$ cat src/rtl/fetch_unit.sv
// rtl/fetch_unit.sv - IF stage: PC owner, in-order instruction fetch and return buffer
module fetch_unit #(
  parameter logic [31:0] RESET_PC = 32'h0000_0000,
  parameter int          DEPTH    = 2
) (
  input  logic        CLK,
  input  logic        RSTN,
  output logic        IMEM_REQ,
  output logic [31:0] IMEM_ADDR,
  input  logic        IMEM_READY,
  input  logic        IMEM_RVALID,
  input  logic [31:0] IMEM_RDATA,
  input  logic        FDWrite,
  input  logic        BR_TAKEN,
  input  logic [31:0] BR_TARGET,
  output logic [31:0] INSTR_F,
  output logic [31:0] PCadd4_F
);

  localparam int CW = $clog2(DEPTH + 1);
  localparam int IW = $clog2(DEPTH);

  typedef logic [CW-1:0] cnt_t;
  typedef logic [IW-1:0] idx_t;

  localparam logic [CW:0] DEPTH_W  = (CW + 1)'(DEPTH);
  localparam idx_t        LAST_IDX = idx_t'(DEPTH - 1);

  typedef enum logic [1:0] {IDLE, RUN, DRAIN} state_t;

  state_t      state_q, state_d;
  logic [31:0] pc_q, pc_d;
  cnt_t        outstanding_q, outstanding_d;
  cnt_t        discard_q, discard_d;
  cnt_t        occ_q, occ_d;
  idx_t        buf_rd_q, buf_rd_d, buf_wr_q, buf_wr_d;
  idx_t        aq_rd_q, aq_rd_d, aq_wr_q, aq_wr_d;
  logic [31:0] buf_instr_q [DEPTH];
  logic [31:0] buf_instr_d [DEPTH];
  logic [31:0] buf_pc4_q   [DEPTH];
  logic [31:0] buf_pc4_d   [DEPTH];
  logic [31:0] aq_addr_q   [DEPTH];
  logic [31:0] aq_addr_d   [DEPTH];

  logic        issue, rsp, rsp_keep, pop;
  logic [CW:0] inflight_total;
  logic        unused_tgt;

  function automatic idx_t inc_idx(input idx_t i);
    return (i == LAST_IDX) ? '0 : i + idx_t'(1);
  endfunction

  // Word alignment is forced, so the low target bits carry no information.
  assign unused_tgt = ^BR_TARGET[1:0];

  // Requests only when every owed response plus every buffered word still fits.
  assign inflight_total = {1'b0, outstanding_q} + {1'b0, occ_q};
  assign IMEM_REQ  = (state_q == RUN) && (inflight_total < DEPTH_W) && !BR_TAKEN;
  assign IMEM_ADDR = pc_q;
  assign issue     = IMEM_REQ && IMEM_READY;
  assign rsp       = IMEM_RVALID && (outstanding_q != '0);
  assign rsp_keep  = rsp && (discard_q == '0) && !BR_TAKEN;
  assign pop       = FDWrite && (occ_q != '0);

  assign INSTR_F  = (occ_q != '0) ? buf_instr_q[buf_rd_q] : '0;
  assign PCadd4_F = (occ_q != '0) ? buf_pc4_q[buf_rd_q]   : '0;

  // Next-state: issue, response capture/drop, pop, and redirect flush.
  always_comb begin
    state_d       = state_q;
    pc_d          = pc_q;
    discard_d     = discard_q;
    buf_rd_d      = buf_rd_q;
    buf_wr_d      = buf_wr_q;
    aq_rd_d       = aq_rd_q;
    aq_wr_d       = aq_wr_q;
    buf_instr_d   = buf_instr_q;
    buf_pc4_d     = buf_pc4_q;
    aq_addr_d     = aq_addr_q;
    outstanding_d = outstanding_q + cnt_t'(issue) - cnt_t'(rsp);
    occ_d         = occ_q + cnt_t'(rsp_keep) - cnt_t'(pop);

    if (issue) begin
      pc_d               = pc_q + 32'd4;
      aq_addr_d[aq_wr_q] = pc_q;
      aq_wr_d            = inc_idx(aq_wr_q);
    end
    if (rsp_keep) begin
      buf_instr_d[buf_wr_q] = IMEM_RDATA;
      buf_pc4_d[buf_wr_q]   = aq_addr_q[aq_rd_q] + 32'd4;
      buf_wr_d              = inc_idx(buf_wr_q);
      aq_rd_d               = inc_idx(aq_rd_q);
    end
    if (pop) begin
      buf_rd_d = inc_idx(buf_rd_q);
    end
    if (rsp && (discard_q != '0)) begin
      discard_d = discard_q - cnt_t'(1);
    end

    case (state_q)
      IDLE:    state_d = RUN;
      DRAIN:   if (discard_d == '0) state_d = RUN;
      default: state_d = state_q;
    endcase

    // A response landing in the redirect cycle belongs to the old stream.
    if (BR_TAKEN) begin
      pc_d      = {BR_TARGET[31:2], 2'b00};
      discard_d = outstanding_q - cnt_t'(rsp);
      state_d   = (discard_d != '0) ? DRAIN : RUN;
      occ_d     = '0;
      buf_rd_d  = '0;
      buf_wr_d  = '0;
      aq_rd_d   = '0;
      aq_wr_d   = '0;
    end
  end

  // All state registers, including the FSM, with asynchronous reset.
  always_ff @(posedge CLK or negedge RSTN) begin
    if (!RSTN) begin
      state_q       <= IDLE;
      pc_q          <= RESET_PC;
      outstanding_q <= '0;
      discard_q     <= '0;
      occ_q         <= '0;
      buf_rd_q      <= '0;
      buf_wr_q      <= '0;
      aq_rd_q       <= '0;
      aq_wr_q       <= '0;
      for (int i = 0; i < DEPTH; i++) begin
        buf_instr_q[i] <= '0;
        buf_pc4_q[i]   <= '0;
        aq_addr_q[i]   <= '0;
      end
    end else begin
      state_q       <= state_d;
      pc_q          <= pc_d;
      outstanding_q <= outstanding_d;
      discard_q     <= discard_d;
      occ_q         <= occ_d;
      buf_rd_q      <= buf_rd_d;
      buf_wr_q      <= buf_wr_d;
      aq_rd_q       <= aq_rd_d;
      aq_wr_q       <= aq_wr_d;
      buf_instr_q   <= buf_instr_d;
      buf_pc4_q     <= buf_pc4_d;
      aq_addr_q     <= aq_addr_d;
    end
  end

  // A response with nothing outstanding is a memory protocol violation.
  rsp_without_req: assert property (@(posedge CLK) disable iff (!RSTN)
    !(IMEM_RVALID && (outstanding_q == '0)));

endmodule

$ cat config.mk
export PLATFORM = sky130hd
export DESIGN_NAME = fetch_unit
export DESIGN_NICKNAME = d
export VERILOG_FILES = /design/src/rtl/fetch_unit.sv
export SDC_FILE = /design/constraint.sdc
export NUM_CORES = 1
export LEC_CHECK = 0
export CAP_MARGIN = 20
export CORE_MARGIN = 1.5
export CORE_UTILIZATION = 25
export CTS_BUF_LIST = sky130_fd_sc_hd__clkbuf_8
export DETAILED_ROUTE_END_ITERATION = 10
export GPL_TIMING_DRIVEN = 0
export HOLD_SLACK_MARGIN = 0.12
export PLACE_DENSITY = 0.46
export SYNTH_ARGS = -nofsm -noshare
export SYNTH_HDL_FRONTEND = slang
export SYNTH_SLANG_ARGS = --single-unit
export TNS_END_PERCENT = 5
$ cat constraint.sdc
create_clock -name CLK -period 3.65 [get_ports CLK]
set_input_delay 0.5475 -clock CLK [delete_from_list [all_inputs] [get_ports CLK]]
set_output_delay 0.5475 -clock CLK [all_outputs]
set_load 0.01 [all_outputs]
Word-level counts from Yosys, hierarchy flattened
Cells that the tools add are included.

Add/subtract/negate cells: 13. Reductions and logical operators: 23. Equality and inequality tests: 3. Order comparisons: 7. Multiplexer cells: 39. Bitwise gates (word level): 4.

Operator list (count): 32-bit 2-to-1 mux (15); 64-bit bitwise mux (3); 32-bit by 3-bit adder with 32-bit output (second input constant) (2); 32-bit demux with 1-bit select (2); 2-bit nonzero test (7); 1-bit 2-to-1 mux (12); 2-bit 2-to-1 mux (6); 1-bit logical AND (10); 2-bit >= comparator (second input constant) (4); 1-bit inverter with 2-bit output (4); 2-bit logical NOT (3); 2-bit by 1-bit subtractor with 2-bit output (3); 1-bit adder (second input constant) (4); 2-bit by 1-bit adder with 2-bit output (2); 2-bit by 1-bit < comparator with 1-bit output (second input constant) (2); 2-bit one-hot mux with 2 select lines (1); 2-bit by 2-bit adder with 3-bit output (1); 3-bit by 2-bit < comparator with 1-bit output (second input constant) (1); 3-bit inequality test (second input constant) (1); 3-bit nonzero test (1); 2-bit by 1-bit == test with 1-bit output (second input constant) (1); 2-bit == test (second input constant) (1); 2-bit AND reduction (1); 2-bit by 1-bit subtractor with 2-bit output (second input constant) (1); 1-bit logical NOT (1).

Output and inout port bits: 97. Register bits after elaboration: 236. Logic and storage cells: 104. Bits of input ports: 70.

Depth between registers and ports, before layout
Word-level depth: 8. Depth in mapped cells: 12. Depth with buffers taken out: 10.

Worst setup path before layout
Ideal clock, no wire load.

Kind: register -> register. Start: register aq_rd_q. End: register buf_pc4_q[58] (netlist bit). Path buffers: 5. Library setup time: 0.095 ns. Stages on the path, launching flop included: 12. Required time: 3.555 ns. Period minus slack after synthesis: 2.638 ns. Arrival time: 2.543 ns. Path slack: 1.012 ns. Cells stage by stage: dfrtp_1 buf_6 buf_6 buf_2 buf_2 buf_2 mux2_2 ha_1 o211a_1 nand4_4 o31a_1 o31ai_1.

Longest elaborated chain between the ends: 6.

RTL lines: from (decl) (line 37) `idx_t aq_rd_q, aq_rd_d, aq_wr_q, aq_wr_d;`; from (signal assigned) (line 145) `aq_rd_q <= aq_rd_d;`; 1-bit inverter with 2-bit output (not written as such) (line 90) `buf_pc4_d[buf_wr_q] = aq_addr_q[aq_rd_q] + 32'd4;`; 32-bit 2-to-1 mux (not written as such) (3 in a row) (line 90); 32-bit by 3-bit adder with 32-bit output (line 90); 64-bit bitwise mux (line 90); to (signal assigned) (line 148) `buf_pc4_q <= buf_pc4_d;`; to (decl) (line 40) `logic [31:0] buf_pc4_q [DEPTH];`.

No other way between the ends. The select of a mux whose other input is x is not followed. A chain may end at the register's enable or synchronous reset.

Worst setup path in the final report
Start: register buf_rd_q. End: output port INSTR_F[8].

Longest elaborated chain between the ends: 5.

RTL lines: from (decl) (line 36) `idx_t buf_rd_q, buf_rd_d, buf_wr_q, buf_wr_d;`; from (signal assigned) (line 143) `buf_rd_q <= buf_rd_d;`; 1-bit inverter with 2-bit output (not written as such) (line 65) `assign INSTR_F = (occ_q != '0) ? buf_instr_q[buf_rd_q] : '0;`; 32-bit 2-to-1 mux (not written as such) (3 in a row) (line 65); 32-bit 2-to-1 mux (line 65); to (decl) (line 16) `output logic [31:0] INSTR_F,`.

No other way between the ends. The select of a mux whose other input is x is not followed.

==> metrics <==
post-detailed-placement cell area 14200 sq um; post-route non-filler standard cell count 2033; register area 5660 sq um; dominant synthesized flop cell sky130_fd_sc_hd__dfrtp_1; GRT Total Usage 15.3%; Psw 3.71 mW; total global routing overflow 0; crit share post-route between 90% and 100%; worst hold slack 401 ps; buffers added on ports 160; setup-violating endpoint count in the final report 0; kind of critical path reg -> out; area of the die 48300 sq um; I/O pins 167; footprint of the multi-input gates 5730 sq um; synthesis-stage register bit count between 200 and 250; Tightest Hold Check Type in -> async; fraction of registers with async set or reset after synthesis 100%; met1 routed wirelength after detailed routing 17400 um; Area growth, synth to finish 28.2%; average wire per cell in the routed design 18.1 um; wire length on met2 16800 um; kind of capture point of the worst setup path primary output; area inside the core boundary 46500 sq um; highest metal layer with signal wires met4; Clock power frac 24.4%; number of cells produced by synthesis 1184; Post-Route Skew around 32 ps; first-pass iteration count of the detailed router 5; area leader, netlist sky130_fd_sc_hd__dfrtp_1; Static Leak between 6 and 7 nW; antenna diode count 0; post-detailed-route count of antenna-violating nets 0; WP data arrival 2960 ps; cell total after placement 1956; Max Root-Sink Buffers 3; critical path peak fanout 10; Synth warnings 0; worst slew pin tran 801 ps; effective utilization at floorplan roughly 25%; NumNets Final around 1500; WL met3 1800 um; VDD IR max 0.252 mV; max cap viols 0; critical register-to-register path startpoint aq_rd_q; fraction of power spent switching nets a little under two fifths; top cell type's share of synthesized area 48.2%; DIE HEIGHT 220 um; CTS root buffer sky130_fd_sc_hd__clkbuf_8; launching instance or port of the critical path buf_rd_q; wire length of the first global-routing pass 57000 um; Post-synth EDFFs 0; placer congestion estimate 0.815; area of all placed cells without fillers 15100 sq um; Filler Cell Count 4879; Achievable Freq around 290 MHz; share of power burned in combinational logic 36.4%; Tmin final 3510 ps; final core area utilization 32.4%; number of antenna violations at the first check in global routing 0; CTS tree yes; DRC violation count after routing 0; sequential fraction of design power about 39%; Final Slew Violations 0; unrepaired setup endpoints after global routing yes; clock net sink count 226; number of global-route vias before repair 9673; sequential element share of the synthesized area approximately 48%; clock transition at the registers of the reported paths 60 ps; DRC marker count from the first detailed-route iteration just over 600; maximum number of pins on one net before global-route repair approximately 120; combined area of all synthesized cells ~12000 sq um; Worst slew margin 46.6%; P_int 6.32 mW; Detail Placement HPWL 27000 um; width of the die 220 um; vias after detailed routing 9590; type of element launching the critical path flop; Crit path required time 3100 ps; clock buffers created by TritonCTS 43; average cell area after synthesis around 9.9 sq um; WL final between 30000 and 40000 um; number of standard-cell rows in the floorplan 79; status finished clean; clock latency of the later-clocked register in the worst-skew pair 560 ps; Power per Cell Area 666 nW/um^2; ratio of cells with drive above 1 in the final layout 14.9%; via/cell ratio around 4.7; distinct cell type count of the synthesized netlist 70; cells taking the most area after synthesis sky130_fd_sc_hd__dfrtp_1, sky130_fd_sc_hd__mux2_2, sky130_fd_sc_hd__nand2_1; H-tree depth reported by CTS 2; Hold Violations, Final 0; number of setup buffers added after CTS 0
[final timing paths]
check	endpoint	slack, ps	cells after the start
max in group asynchronous	IMEM_ADDR[17]	1980	4
min reg2reg	buf_instr_q[58]	470	2
min in group CLK	buf_instr_q[58]	470	2
max	INSTR_F[8]	140	5
min	buf_instr_q[54]	400	2
max reg2reg	buf_pc4_q[26]	340	11
[power by group through the flow]
| stage | combinational, mW | sequential [mW] | clock (mW) |
|---|---|---|---|
| 2_1_floorplan | 2.30 | 3.77 | 0 |
| 3_3_place_gp | 3.65 | 3.95 | 0 |
| 3_5_place_dp | 3.68 | 3.97 | 0 |
| 4_1_cts | 3.71 | 3.93 | 2.54 |
| 5_1_grt | 4.05 | 4.05 | 2.65 |
| 6_report | 3.65 | 3.93 | 2.44 |
[worst max-delay path, cell delays in order, from the launching register on]
cell and delay [ps]:
sky130_fd_sc_hd__dfrtp_1 310, sky130_fd_sc_hd__clkbuf_1 510, sky130_fd_sc_hd__buf_1 670, sky130_fd_sc_hd__mux2i_1 230, sky130_fd_sc_hd__nor2_1 140, sky130_fd_sc_hd__clkdlybuf4s50_1 540
[Yosys cell counts, types with 10 or more instances]
| cell | number |
|---|---|
| sky130_fd_sc_hd__o211ai_1 | 12 |
| sky130_fd_sc_hd__nand3_1 | 38 |
| sky130_fd_sc_hd__dfrtp_1 | 226 |
| sky130_fd_sc_hd__nor2_1 | 91 |
| sky130_fd_sc_hd__nor3_1 | 17 |
| sky130_fd_sc_hd__a21oi_1 | 10 |
| sky130_fd_sc_hd__xnor2_1 | 12 |
| sky130_fd_sc_hd__buf_2 | 21 |
| sky130_fd_sc_hd__xor2_1 | 21 |
| sky130_fd_sc_hd__mux2_2 | 94 |
| sky130_fd_sc_hd__mux2i_1 | 92 |
| sky130_fd_sc_hd__inv_1 | 10 |
| sky130_fd_sc_hd__and4_1 | 10 |
| sky130_fd_sc_hd__o31ai_1 | 10 |
| sky130_fd_sc_hd__nand2_1 | 280 |
| sky130_fd_sc_hd__clkbuf_1 | 42 |
| sky130_fd_sc_hd__nand4_1 | 31 |
| sky130_fd_sc_hd__o21ai_0 | 32 |
[state kept, by name, indices dropped and copies added, names as in the netlist]
| register | count |
|---|---|
| buf_pc4_q | 60 |
| buf_rd_q | 1 |
| occ_q | 2 |
| aq_addr_q | 60 |
| outstanding_q | 2 |
| buf_wr_q | 1 |
| buf_instr_q | 64 |
| aq_wr_q | 1 |
| IMEM_ADDR | 30 |
| discard_q | 2 |
| state_q | 2 |
| aq_rd_q | 1 |
[cells in the final DEF, fill, tap and decap left out, types with 4 or more instances in the layout]
cell type	count
sky130_fd_sc_hd__nand2_1	280
sky130_fd_sc_hd__dfrtp_1	226
sky130_fd_sc_hd__clkdlybuf4s50_1	159
sky130_fd_sc_hd__mux2_2	94
sky130_fd_sc_hd__mux2i_1	92
sky130_fd_sc_hd__nor2_1	90
sky130_fd_sc_hd__clkbuf_8	55
sky130_fd_sc_hd__nand3_1	38
sky130_fd_sc_hd__clkbuf_1	36
sky130_fd_sc_hd__o21ai_0	32
sky130_fd_sc_hd__nand4_1	31
sky130_fd_sc_hd__inv_1	23
sky130_fd_sc_hd__xor2_1	21
sky130_fd_sc_hd__buf_2	20
sky130_fd_sc_hd__nor3_1	17
sky130_fd_sc_hd__xnor2_1	12
sky130_fd_sc_hd__o211ai_1	12
sky130_fd_sc_hd__and4_1	10
sky130_fd_sc_hd__a21oi_1	10
sky130_fd_sc_hd__o31ai_1	10
sky130_fd_sc_hd__o311ai_0	8
sky130_fd_sc_hd__ha_1	8
sky130_fd_sc_hd__and3_1	7
sky130_fd_sc_hd__a22oi_1	7
sky130_fd_sc_hd__clkinv_2	7
sky130_fd_sc_hd__buf_1	6
sky130_fd_sc_hd__a31oi_1	6
sky130_fd_sc_hd__a211oi_1	6
sky130_fd_sc_hd__nand3b_1	5
sky130_fd_sc_hd__a221o_1	5
sky130_fd_sc_hd__buf_4	5
sky130_fd_sc_hd__nor2b_1	4
sky130_fd_sc_hd__clkbuf_2	4
sky130_fd_sc_hd__nand4b_1	4
sky130_fd_sc_hd__a31o_2	4
sky130_fd_sc_hd__conb_1	4
[layer usage]
| metal | up-vias | GRT usage [%] |
|---|---|---|
| li1 | 4592 | - |
| met1 | 4658 | 21.2 |
| met2 | 285 | 24.8 |
| met3 | 55 | 2.51 |
| met4 | 0 | 4.08 |
| met5 | - | 0 |
[logic make-up after synthesis]
kind of cell / after synthesis / share of synthesized area, %
mux: 187 / 17.0
buf+inv: 85 / 3.23
compound gates: 132 / 8.15
fa+ha+maj: 9 / 1.02
simple gates: 511 / 20.0
flops: 226 / 48.2
other cells: 1 / 0.0319
xor+xnor: 33 / 2.46
[through the flow]
stage | TNS, ps | setup slack [ps] | power, mW
floorplan | 0 | 1010 | 6.07
global placement | -1790920 | -7960 | 7.60
detailed placement | 0 | 270 | 7.65
CTS | 0 | 36.6 | 10.2
global route | -182 | -34.4 | 10.8
finish | 0 | 145 | 10.0
[timing repair]
action                                  in CTS  in global routing
hold buffers                                 1                  0
resized for setup                            5                  5
endpoints found under the setup margin      27                 17
gates cloned                                 0                  0
endpoints found under the hold margin       10                  0
[final cells by class]
cell class | count | share of cell area [%]
Multi-Input combinational cell | 876 | 38.1
Sequential cell | 226 | 37.6
Timing Repair Buffer | 163 | 11.1
Tap cell | 607 | 5.05
Clock buffer | 55 | 5.03
Buffer | 74 | 2.29
Clock inverter | 21 | 0.607
Inverter | 11 | 0.274
(Power assumes the default switching activity.)
